**config.mk**
```make
export PLATFORM = sky130hd
export DESIGN_NAME = fetch_unit_flat
export DESIGN_NICKNAME = d
export VERILOG_FILES = /design/src/rtl/fetch_pkg.sv /design/src/rtl/fetch_unit_if.sv /design/src/rtl/fetch_fifo.sv /design/src/rtl/fetch_unit.sv /design/src/flat_wrapper.sv
export SDC_FILE = /design/constraint.sdc
export NUM_CORES = 1
export LEC_CHECK = 0
export BUFFER_PORTS_ARGS = -buffer_cell sky130_fd_sc_hd__buf_2
export CAP_MARGIN = 5
export CORE_ASPECT_RATIO = 1.75
export CORE_MARGIN = 5
export CORE_UTILIZATION = 35
export CTS_CLUSTER_SIZE = 10
export DETAILED_ROUTE_END_ITERATION = 8
export PLACE_DENSITY = 0.56
export SYNTH_ARGS = -nofsm -noshare
export SYNTH_HDL_FRONTEND = slang
export SYNTH_SLANG_ARGS = --single-unit
export TNS_END_PERCENT = 1
```
**constraint.sdc**
```tcl
create_clock -name clk -period 11.2 [get_ports clk]
set_input_delay 1.12 -clock clk [delete_from_list [all_inputs] [get_ports clk]]
set_output_delay 1.12 -clock clk [all_outputs]
set_load 0.005 [all_outputs]
```
**src/rtl/fetch_pkg.sv**
```systemverilog
// fetch_pkg: shared widths, constants and the prefetch entry type for the fetch unit
package fetch_pkg;
    localparam int XLEN = 32;
    localparam int ILEN = 32;
    localparam logic [ILEN-1:0] NOP_INSTR = 32'h0000_0013;
    localparam logic [XLEN-1:0] PC_STEP = 32'd4;
    typedef struct packed {
        logic [XLEN-1:0] pc;
        logic [ILEN-1:0] instr;
    } fetch_entry_t;
endpackage

```
**src/rtl/fetch_unit_if.sv**
```systemverilog
// fetch_unit_if: instruction-memory, redirect and decode-handshake signals of the fetch unit
//   master (fetch_unit): drives imem_addr, if_valid, if_instr, if_pc
//   slave  (memory/decode/execute side): drives imem_rdata, redirect_valid, redirect_pc, if_ready
interface fetch_unit_if;
    import fetch_pkg::*;
    logic [XLEN-1:0] imem_addr;
    logic [ILEN-1:0] imem_rdata;
    logic            redirect_valid;
    logic [XLEN-1:0] redirect_pc;
    logic            if_valid;
    logic            if_ready;
    logic [ILEN-1:0] if_instr;
    logic [XLEN-1:0] if_pc;
    modport master (
        output imem_addr, if_valid, if_instr, if_pc,
        input  imem_rdata, redirect_valid, redirect_pc, if_ready
    );
    modport slave (
        input  imem_addr, if_valid, if_instr, if_pc,
        output imem_rdata, redirect_valid, redirect_pc, if_ready
    );
endinterface

```
**src/rtl/fetch_fifo.sv**
```systemverilog
// fetch_fifo: synchronous prefetch FIFO of fetch_entry_t entries
//   clk, rst : clock, synchronous active-high reset (clears storage and pointers)
//   push/din : write din at the tail
//   pop      : retire the head
//   flush    : empty the FIFO; wins over push and pop
//   full, empty, head : status and head entry (head read straight from storage, never X)
module fetch_fifo
    import fetch_pkg::*;
#(
    parameter int DEPTH = 2
) (
    input  logic         clk,
    input  logic         rst,
    input  logic         push,
    input  logic         pop,
    input  logic         flush,
    input  fetch_entry_t din,
    output logic         full,
    output logic         empty,
    output fetch_entry_t head
);
    localparam int AW = $clog2(DEPTH);
    fetch_entry_t  mem [DEPTH];
    logic [AW-1:0] wptr, rptr;
    logic [AW:0]   count;
    logic          do_push, do_pop;
    assign full    = count == (AW+1)'(DEPTH);
    assign empty   = count == '0;
    assign head    = mem[rptr];
    assign do_push = push & !flush;
    assign do_pop  = pop & !empty & !flush;
    always_ff @(posedge clk) begin
        if (rst) begin
            for (int i = 0; i < DEPTH; i++) mem[i] <= '0;
            wptr  <= '0;
            rptr  <= '0;
            count <= '0;
        end else if (flush) begin
            wptr  <= '0;
            rptr  <= '0;
            count <= '0;
        end else begin
            if (do_push) begin
                mem[wptr] <= din;
                wptr      <= wptr + 1'b1;
            end
            if (do_pop) rptr <= rptr + 1'b1;
            count <= count + (AW+1)'(do_push) - (AW+1)'(do_pop);
        end
    end
endmodule

```
**src/rtl/fetch_unit.sv**
```systemverilog
// fetch_unit: PC sequencing, push/redirect arbitration and prefetch FIFO feeding decode
//   clk, rst    : clock, synchronous active-high reset
//   bus         : fetch_unit_if.master (imem address/data, redirect, decode valid/ready)
//   fetch_count : pop counter, present only when FETCH_PERF_CNT_EN is defined
module fetch_unit
    import fetch_pkg::*;
#(
    parameter logic [XLEN-1:0] RESET_PC = 32'h0000_0000,
    parameter int              DEPTH    = 2
) (
    input  logic             clk,
    input  logic             rst,
    fetch_unit_if.master     bus
`ifdef FETCH_PERF_CNT_EN
    ,
    output logic [31:0]      fetch_count
`endif
);
    logic [XLEN-1:0] pc;
    logic            pop, push, full, empty;
    fetch_entry_t    head;
    assign pop           = bus.if_valid & bus.if_ready;
    // A pop frees a slot in the same cycle, so a full FIFO still accepts a fetch.
    assign push          = !bus.redirect_valid & (!full | pop);
    assign bus.imem_addr = pc;
    assign bus.if_valid  = !empty;
    assign bus.if_instr  = head.instr;
    assign bus.if_pc     = head.pc;
    fetch_fifo #(.DEPTH(DEPTH)) u_fifo (
        .clk   (clk),
        .rst   (rst),
        .push  (push),
        .pop   (pop),
        .flush (bus.redirect_valid),
        .din   ('{pc: pc, instr: bus.imem_rdata}),
        .full  (full),
        .empty (empty),
        .head  (head)
    );
    always_ff @(posedge clk) begin
        if (rst) pc <= RESET_PC;
        else if (bus.redirect_valid) pc <= {bus.redirect_pc[XLEN-1:2], 2'b00};
        else if (push) pc <= pc + PC_STEP;
    end
`ifdef FETCH_PERF_CNT_EN
    // Counts every handshake, including one whose entry a redirect discards.
    always_ff @(posedge clk) begin
        if (rst) fetch_count <= '0;
        else if (pop) fetch_count <= fetch_count + 32'd1;
    end
`endif
endmodule

```
**src/flat_wrapper.sv**
```systemverilog
// flat-port wrapper written by rule: the top's interface ports become plain ports
module fetch_unit_flat import fetch_pkg::*;
#(
    parameter logic [XLEN-1:0] RESET_PC = 32'h0000_0000,
    parameter int              DEPTH    = 2
)
  (clk, rst, bus_imem_addr, bus_if_valid, bus_if_instr, bus_if_pc, bus_imem_rdata, bus_redirect_valid, bus_redirect_pc, bus_if_ready);
  fetch_unit_if bus_i ();
  input  logic clk;
  input  logic rst;
  output wire logic [$bits(bus_i.imem_addr)-1:0] bus_imem_addr;
  output wire logic [$bits(bus_i.if_valid)-1:0] bus_if_valid;
  output wire logic [$bits(bus_i.if_instr)-1:0] bus_if_instr;
  output wire logic [$bits(bus_i.if_pc)-1:0] bus_if_pc;
  input wire logic [$bits(bus_i.imem_rdata)-1:0] bus_imem_rdata;
  input wire logic [$bits(bus_i.redirect_valid)-1:0] bus_redirect_valid;
  input wire logic [$bits(bus_i.redirect_pc)-1:0] bus_redirect_pc;
  input wire logic [$bits(bus_i.if_ready)-1:0] bus_if_ready;
  assign bus_imem_addr = bus_i.imem_addr;
  assign bus_if_valid = bus_i.if_valid;
  assign bus_if_instr = bus_i.if_instr;
  assign bus_if_pc = bus_i.if_pc;
  assign bus_i.imem_rdata = bus_imem_rdata;
  assign bus_i.redirect_valid = bus_redirect_valid;
  assign bus_i.redirect_pc = bus_redirect_pc;
  assign bus_i.if_ready = bus_if_ready;
  fetch_unit #(.RESET_PC(RESET_PC), .DEPTH(DEPTH)) u_core (.clk(clk), .rst(rst), .bus(bus_i));
endmodule
```
# Word-level counts from Yosys, hierarchy flattened
# Memories as Yosys holds them, arrays and structs flattened. A register that Yosys moved wholly into a read port is not among the register bits.
# Index checks and enable logic that the tools add are counted.
[word_totals]
regBits = 36
mem_bits_rw = 128
input_bits = 68
word_cells = 38
mem_count = 1
[classes]
add_sub_neg = 5
n_eq_ne = 1
muxes = 13
bitwise = 6
reduce_logical = 7
[mem_list]
columns = ["memory", "depth", "word_bits", "rd", "rd_ports_with_merged_regs", "write_ports", "line", "source"]
rows = [
  ["u_core.u_fifo.mem", 2, 64, 1, 1, 2, "fetch_fifo.sv:23", "fetch_entry_t mem [DEPTH];"],
]
[op_table]
columns = ["cell", "count"]
rows = [
  ["two-way mux 32 bit", 2],
  ["two-way mux 64 bit", 1],
  ["OR reduction 64 bit", 1],
  ["adder 32 x 3 -> 32 bit, second input constant", 1],
  ["two-way mux 1 bit", 10],
  ["bitwise AND 1 bit", 5],
  ["zero test 1 bit", 3],
  ["adder 1 bit, second input constant", 2],
  ["adder 2 x 1 -> 2 bit", 1],
  ["equality test 2 bit, second input constant", 1],
  ["zero test 2 bit", 1],
  ["nonzero test 2 bit", 1],
  ["OR reduction 2 bit", 1],
  ["subtractor 2 x 1 -> 2 bit", 1],
  ["bitwise OR 1 bit", 1],
]

# Longest topological paths before layout
[logic_depth]
depth_word = 12
ltp_mapped = 10
depth_no_buf = 9

# Modules after synthesis
# A second synthesis with hierarchy kept.
[hier_totals]
hier_cells = 644
area_unflattened_um2 = 8059.0
[modules_own_cells]
columns = ["mod", "n_inst", "cells_each", "area_per_inst_um2", "seq_area_each_um2"]
rows = [
  ["fetch_fifo", 1, 384, 5987.0, 3943.8],
  ["fetch_unit", 1, 260, 2072.0, 600.6],
]

# Worst setup path before layout
# Ideal clock, no wire load.
[synth_timing]
path_kind = "in2reg"
from = "input port bus_redirect_valid"
to = "memory u_core.u_fifo.mem[0][0] in the netlist's numbering (enable)"
arrival_time_ps = 4488
required_ps = 10705
path_slack_ps = 6217
path_stages = 4
cell_sequence = "clkbuf_1 > inv_1 > nand2_1 > o21bai_1"
[synth_lines]
columns = ["element", "line", "source"]
rows = [
  ["start, declared", "flat_wrapper.sv:16", "input wire logic [$bits(bus_i.redirect_valid)-1:0] bus_redirect_valid;"],
  ["end, declared", "fetch_fifo.sv:23", ""],
]

==> run_summary.xml <==
<?xml version="1.0" encoding="UTF-8"?>
<metrics>
  <group name="power_and_ir_drop">
    <metric name="power.ir.vdd_worst" unit="V">0.0000868</metric>
    <metric name="pwr_density_cell" unit="nW/um2">156</metric>
    <metric name="p_leak" unit="nW">3.68</metric>
  </group>
  <group name="worst_setup_path">
    <metric name="critical_path.max_stage_delay" unit="ns">0.97</metric>
    <metric name="cp_num_buf_inv" unit="">2</metric>
    <metric name="critical_path.max_fanout" unit="">63</metric>
    <metric name="cp_cell_sequence" unit="">buf_2, buf_4, nor2_1, and3_2, or2_4</metric>
    <metric name="criticalPathCategory" unit="">input port to register</metric>
    <metric name="crit_slowest_cell" unit="">sky130_fd_sc_hd__and3_2</metric>
    <metric name="crit_family" unit="">simple AND/OR/NAND/NOR gates</metric>
    <metric name="startpoint_type" unit="">input port</metric>
    <metric name="cp_data_arrival_time" unit="ns">3.67</metric>
    <metric name="required_worst_endpoint" unit="ns">11.23</metric>
    <metric name="worstSetupEndpointType" unit="">register</metric>
  </group>
  <group name="global_routing">
    <metric name="overflow" unit="">0</metric>
    <metric name="grt_util_all_layers" unit="%">15.7</metric>
    <metric name="grt_start_max_net_pins" unit="">64</metric>
    <metric name="antenna_found_initial" unit="">0</metric>
    <metric name="grt_first_pass_wirelength" unit="um">29900</metric>
    <metric name="number_of_global_route_vias_before_repair" unit="">5581</metric>
  </group>
  <group name="routing">
    <metric name="drt_pre_antenna_iters" unit="">4</metric>
    <metric name="drt.antenna.violating_nets" unit="">0</metric>
    <metric name="drt_first_iter_violations" unit="">292</metric>
    <metric name="detail_route.wirelength" unit="um">19100</metric>
    <metric name="route.detailed.vias_per_inst" unit="">5.19</metric>
    <metric name="detailroute.via_count" unit="">5233</metric>
    <metric name="drcViolationCount" unit="">0</metric>
    <metric name="routedWlPerCell" unit="um">18.9</metric>
  </group>
  <group name="sta">
    <metric name="period_share" unit="%">32.5</metric>
    <metric name="setup_total_negative_slack" unit="ns">0</metric>
    <metric name="fmaxAchievable" unit="MHz">274</metric>
    <metric name="finalMaxSlewViolations" unit="">0</metric>
    <metric name="final-setup-viol-count" unit="">0</metric>
    <metric name="grt_setup_unrepaired" unit="">false</metric>
    <metric name="skew" unit="ns">0.0140</metric>
    <metric name="hold_viol_final" unit="">0</metric>
    <metric name="fin_ws" unit="ns">7.56</metric>
    <metric name="tightestPinTransition" unit="ns">1.20</metric>
    <metric name="post-route-min-period" unit="ns">3.64</metric>
    <metric name="maxSlewHeadroom" unit="%">19.6</metric>
  </group>
  <group name="synth">
    <metric name="mux_share_of_post_synthesis_cell_area" unit="%">9.36</metric>
    <metric name="postSynthRegisterBits" unit="">159</metric>
    <metric name="yosysTopAreaCell" unit="">sky130_fd_sc_hd__edfxtp_1</metric>
    <metric name="synth-edff-count" unit="">124</metric>
    <metric name="synth_simple_gate_area_share" unit="%">20.5</metric>
    <metric name="synth_ff_type" unit="">sky130_fd_sc_hd__edfxtp_1</metric>
    <metric name="synth_cell_types" unit="">53</metric>
    <metric name="synth.most_common_cell" unit="">sky130_fd_sc_hd__and2_1</metric>
    <metric name="yosys.area_share.xor_xnor" unit="%">1.41</metric>
    <metric name="syn_area" unit="um2">7460</metric>
    <metric name="post_synth.cell_area_avg" unit="um2">12.3</metric>
    <metric name="yosysSeqAreaShare" unit="%">59.3</metric>
    <metric name="syn_inst" unit="">607</metric>
    <metric name="postSynth.asyncResetShare" unit="%">0</metric>
    <metric name="synth.yosys.warnings" unit="">0</metric>
    <metric name="main_combinational_cell_family_by_area_after_synthesis" unit="">simple AND/OR/NAND/NOR gates</metric>
    <metric name="post-synth-top-area-fraction" unit="%">49.9</metric>
    <metric name="synth_fa_ha_area_share" unit="%">0.503</metric>
    <metric name="synthesized_area_fraction_occupied_by_ao_oa_aoi_and_oai_cells" unit="%">5.67</metric>
    <metric name="main_area_contributors_after_synthesis" unit="">sky130_fd_sc_hd__edfxtp_1 50%, sky130_fd_sc_hd__and2_1 10%, sky130_fd_sc_hd__dfxtp_1 9.4%, sky130_fd_sc_hd__mux2_2 9.4%, sky130_fd_sc_hd__clkbuf_1 1.8%</metric>
    <metric name="synth_top_cells_by_count" unit="">125 x sky130_fd_sc_hd__and2_1, 124 x sky130_fd_sc_hd__edfxtp_1, 62 x sky130_fd_sc_hd__mux2_2</metric>
  </group>
  <group name="clock_network">
    <metric name="insertion_delay" unit="ns">0.41</metric>
    <metric name="clk_transition_reported_paths" unit="ns">0.07</metric>
    <metric name="max_root_sink_buffers" unit="">2</metric>
    <metric name="clock_tree.htree_level_count" unit="">4</metric>
    <metric name="postCtsSetupRepairBufs" unit="">0</metric>
    <metric name="postCtsHoldBufs" unit="">0</metric>
    <metric name="tritoncts.num_buffers" unit="">17</metric>
    <metric name="cts_tree" unit="">done</metric>
    <metric name="clock_tree.root_cell" unit="">sky130_fd_sc_hd__clkbuf_16</metric>
    <metric name="cts.sink_count" unit="">159</metric>
    <metric name="cts_resized" unit="">0</metric>
  </group>
  <group name="layout">
    <metric name="synthToLayoutAreaGrowth" unit="%">21.3</metric>
    <metric name="insertedDiodeCount" unit="">0</metric>
    <metric name="drive_above_1_share" unit="%">35.0</metric>
    <metric name="final_util" unit="%">43.2</metric>
    <metric name="finalNetCount" unit="">815</metric>
  </group>
  <group name="run_status">
    <metric name="status" unit="">finished clean</metric>
  </group>
  <group name="floorplan">
    <metric name="num_io_pins" unit="">165</metric>
    <metric name="dieWidth" unit="um">120</metric>
    <metric name="start_util" unit="%">35.6</metric>
    <metric name="core_area" unit="um2">20900</metric>
    <metric name="fp.dieH" unit="um">203</metric>
    <metric name="core.rowCount" unit="">70</metric>
    <metric name="die_area" unit="um2">24400</metric>
  </group>
  <group name="placement">
    <metric name="dp.final_hpwl" unit="um">12600</metric>
    <metric name="io_buffers" unit="">158</metric>
    <metric name="place_worst_setup_slack" unit="ns">7.09</metric>
    <metric name="gp_routability_congestion" unit="">0.788</metric>
  </group>
  <group name="min_path">
    <metric name="hold_class" unit="">register to register</metric>
  </group>
  <group name="job">
    <metric name="max-cap-violations" unit="">0</metric>
  </group>
</metrics>
-- worst paths after layout --
kind | cells after the start | slack (ns) | endpoint | from
worst max-delay path | 5 | 7.56 | u_core.u_fifo.mem[1][12] | rst
worst min-delay path | 2 | 0.57 | u_core.u_fifo.rptr | u_core.u_fifo.rptr
worst max register to register | 3 | 8.17 | u_core.u_fifo.mem[1][12] | u_core.u_fifo.count[0]
worst min register to register | 2 | 0.57 | u_core.u_fifo.rptr | u_core.u_fifo.rptr
-- registers in the layout, indices dropped and copies added (netlist names), named ones only --
signal / flops
u_core.bus.imem_addr: 30
u_core.u_fifo.count: 2
u_core.u_fifo.mem: 124
u_core.u_fifo.wptr: 1
u_core.u_fifo.rptr: 1
-- routing by layer --
layer,part of all wire (%),track usage (%),vias up,wire length [um]
li1,-,-,2495,-
met1,40,17.4,2562,7560
met2,55,29.8,159,10400
met3,4.3,2.93,17,815
met4,1.5,5.39,0,285
met5,0,0,-,0
-- cells by family (layout without fill, tap and decap cells) --
| group | count (synthesis) | after routing |
|---|---|---|
| AO/OA/AOI/OAI | 54 | 54 |
| buffers and inverters | 56 | 203 |
| adder cells (fa/ha/maj) | 3 | 3 |
| multiplexers | 62 | 62 |
| AND/OR/NAND/NOR | 260 | 260 |
| other | 1 | 4 |
| XOR/XNOR | 12 | 12 |
| flip-flops | 159 | 159 |
-- worst reg2reg max path: stages, from the launching register on --
cell,delay [ns]
sky130_fd_sc_hd__dfxtp_1,0.38
sky130_fd_sc_hd__or3b_2,0.31
sky130_fd_sc_hd__and3_2,1.00
sky130_fd_sc_hd__or2_4,0.91
-- cell type report --
class                   count  area (um2)
inverters                   9        33.8
repair buffers            162         821
clock buffers              31         612
flip-flops and latches    159        4430
fillers                  1974       11900
clock inverters             1        6.26
well taps                 252         315
multi-input cells         395        2830
-- where the power goes --
part | internal (mW) | leakage (nW) | switching (mW)
sequential | 0.674 | 1.61 | 0.0258
combinational | 0.0574 | 1.77 | 0.0621
clock | 0.367 | 0.306 | 0.223
total | 1.10 | 3.68 | 0.310
-- layout by cell type, fill, tap and decap left out, drive strengths merged, types with 11 or more instances in the layout --
| cell | instances |
|---|---|
| nand2 | 20 |
| dfxtp | 35 |
| nor3 | 13 |
| nand4 | 15 |
| and2 | 125 |
| clkbuf | 31 |
| mux2 | 62 |
| a311oi | 11 |
| nor2 | 28 |
| buf | 162 |
| edfxtp | 124 |
-- metrics by stage --
stage,hold WS [ns],area (um2),total power [mW],cells
floorplan,0.520,7470,0.771,610
global placement,0.539,8430,0.829,977
detailed placement,0.551,8430,0.835,977
CTS,0.572,9040,1.42,1009
global route,0.606,9040,1.46,1009
finish,0.569,9040,1.41,1009
(Power assumes the default switching activity.)
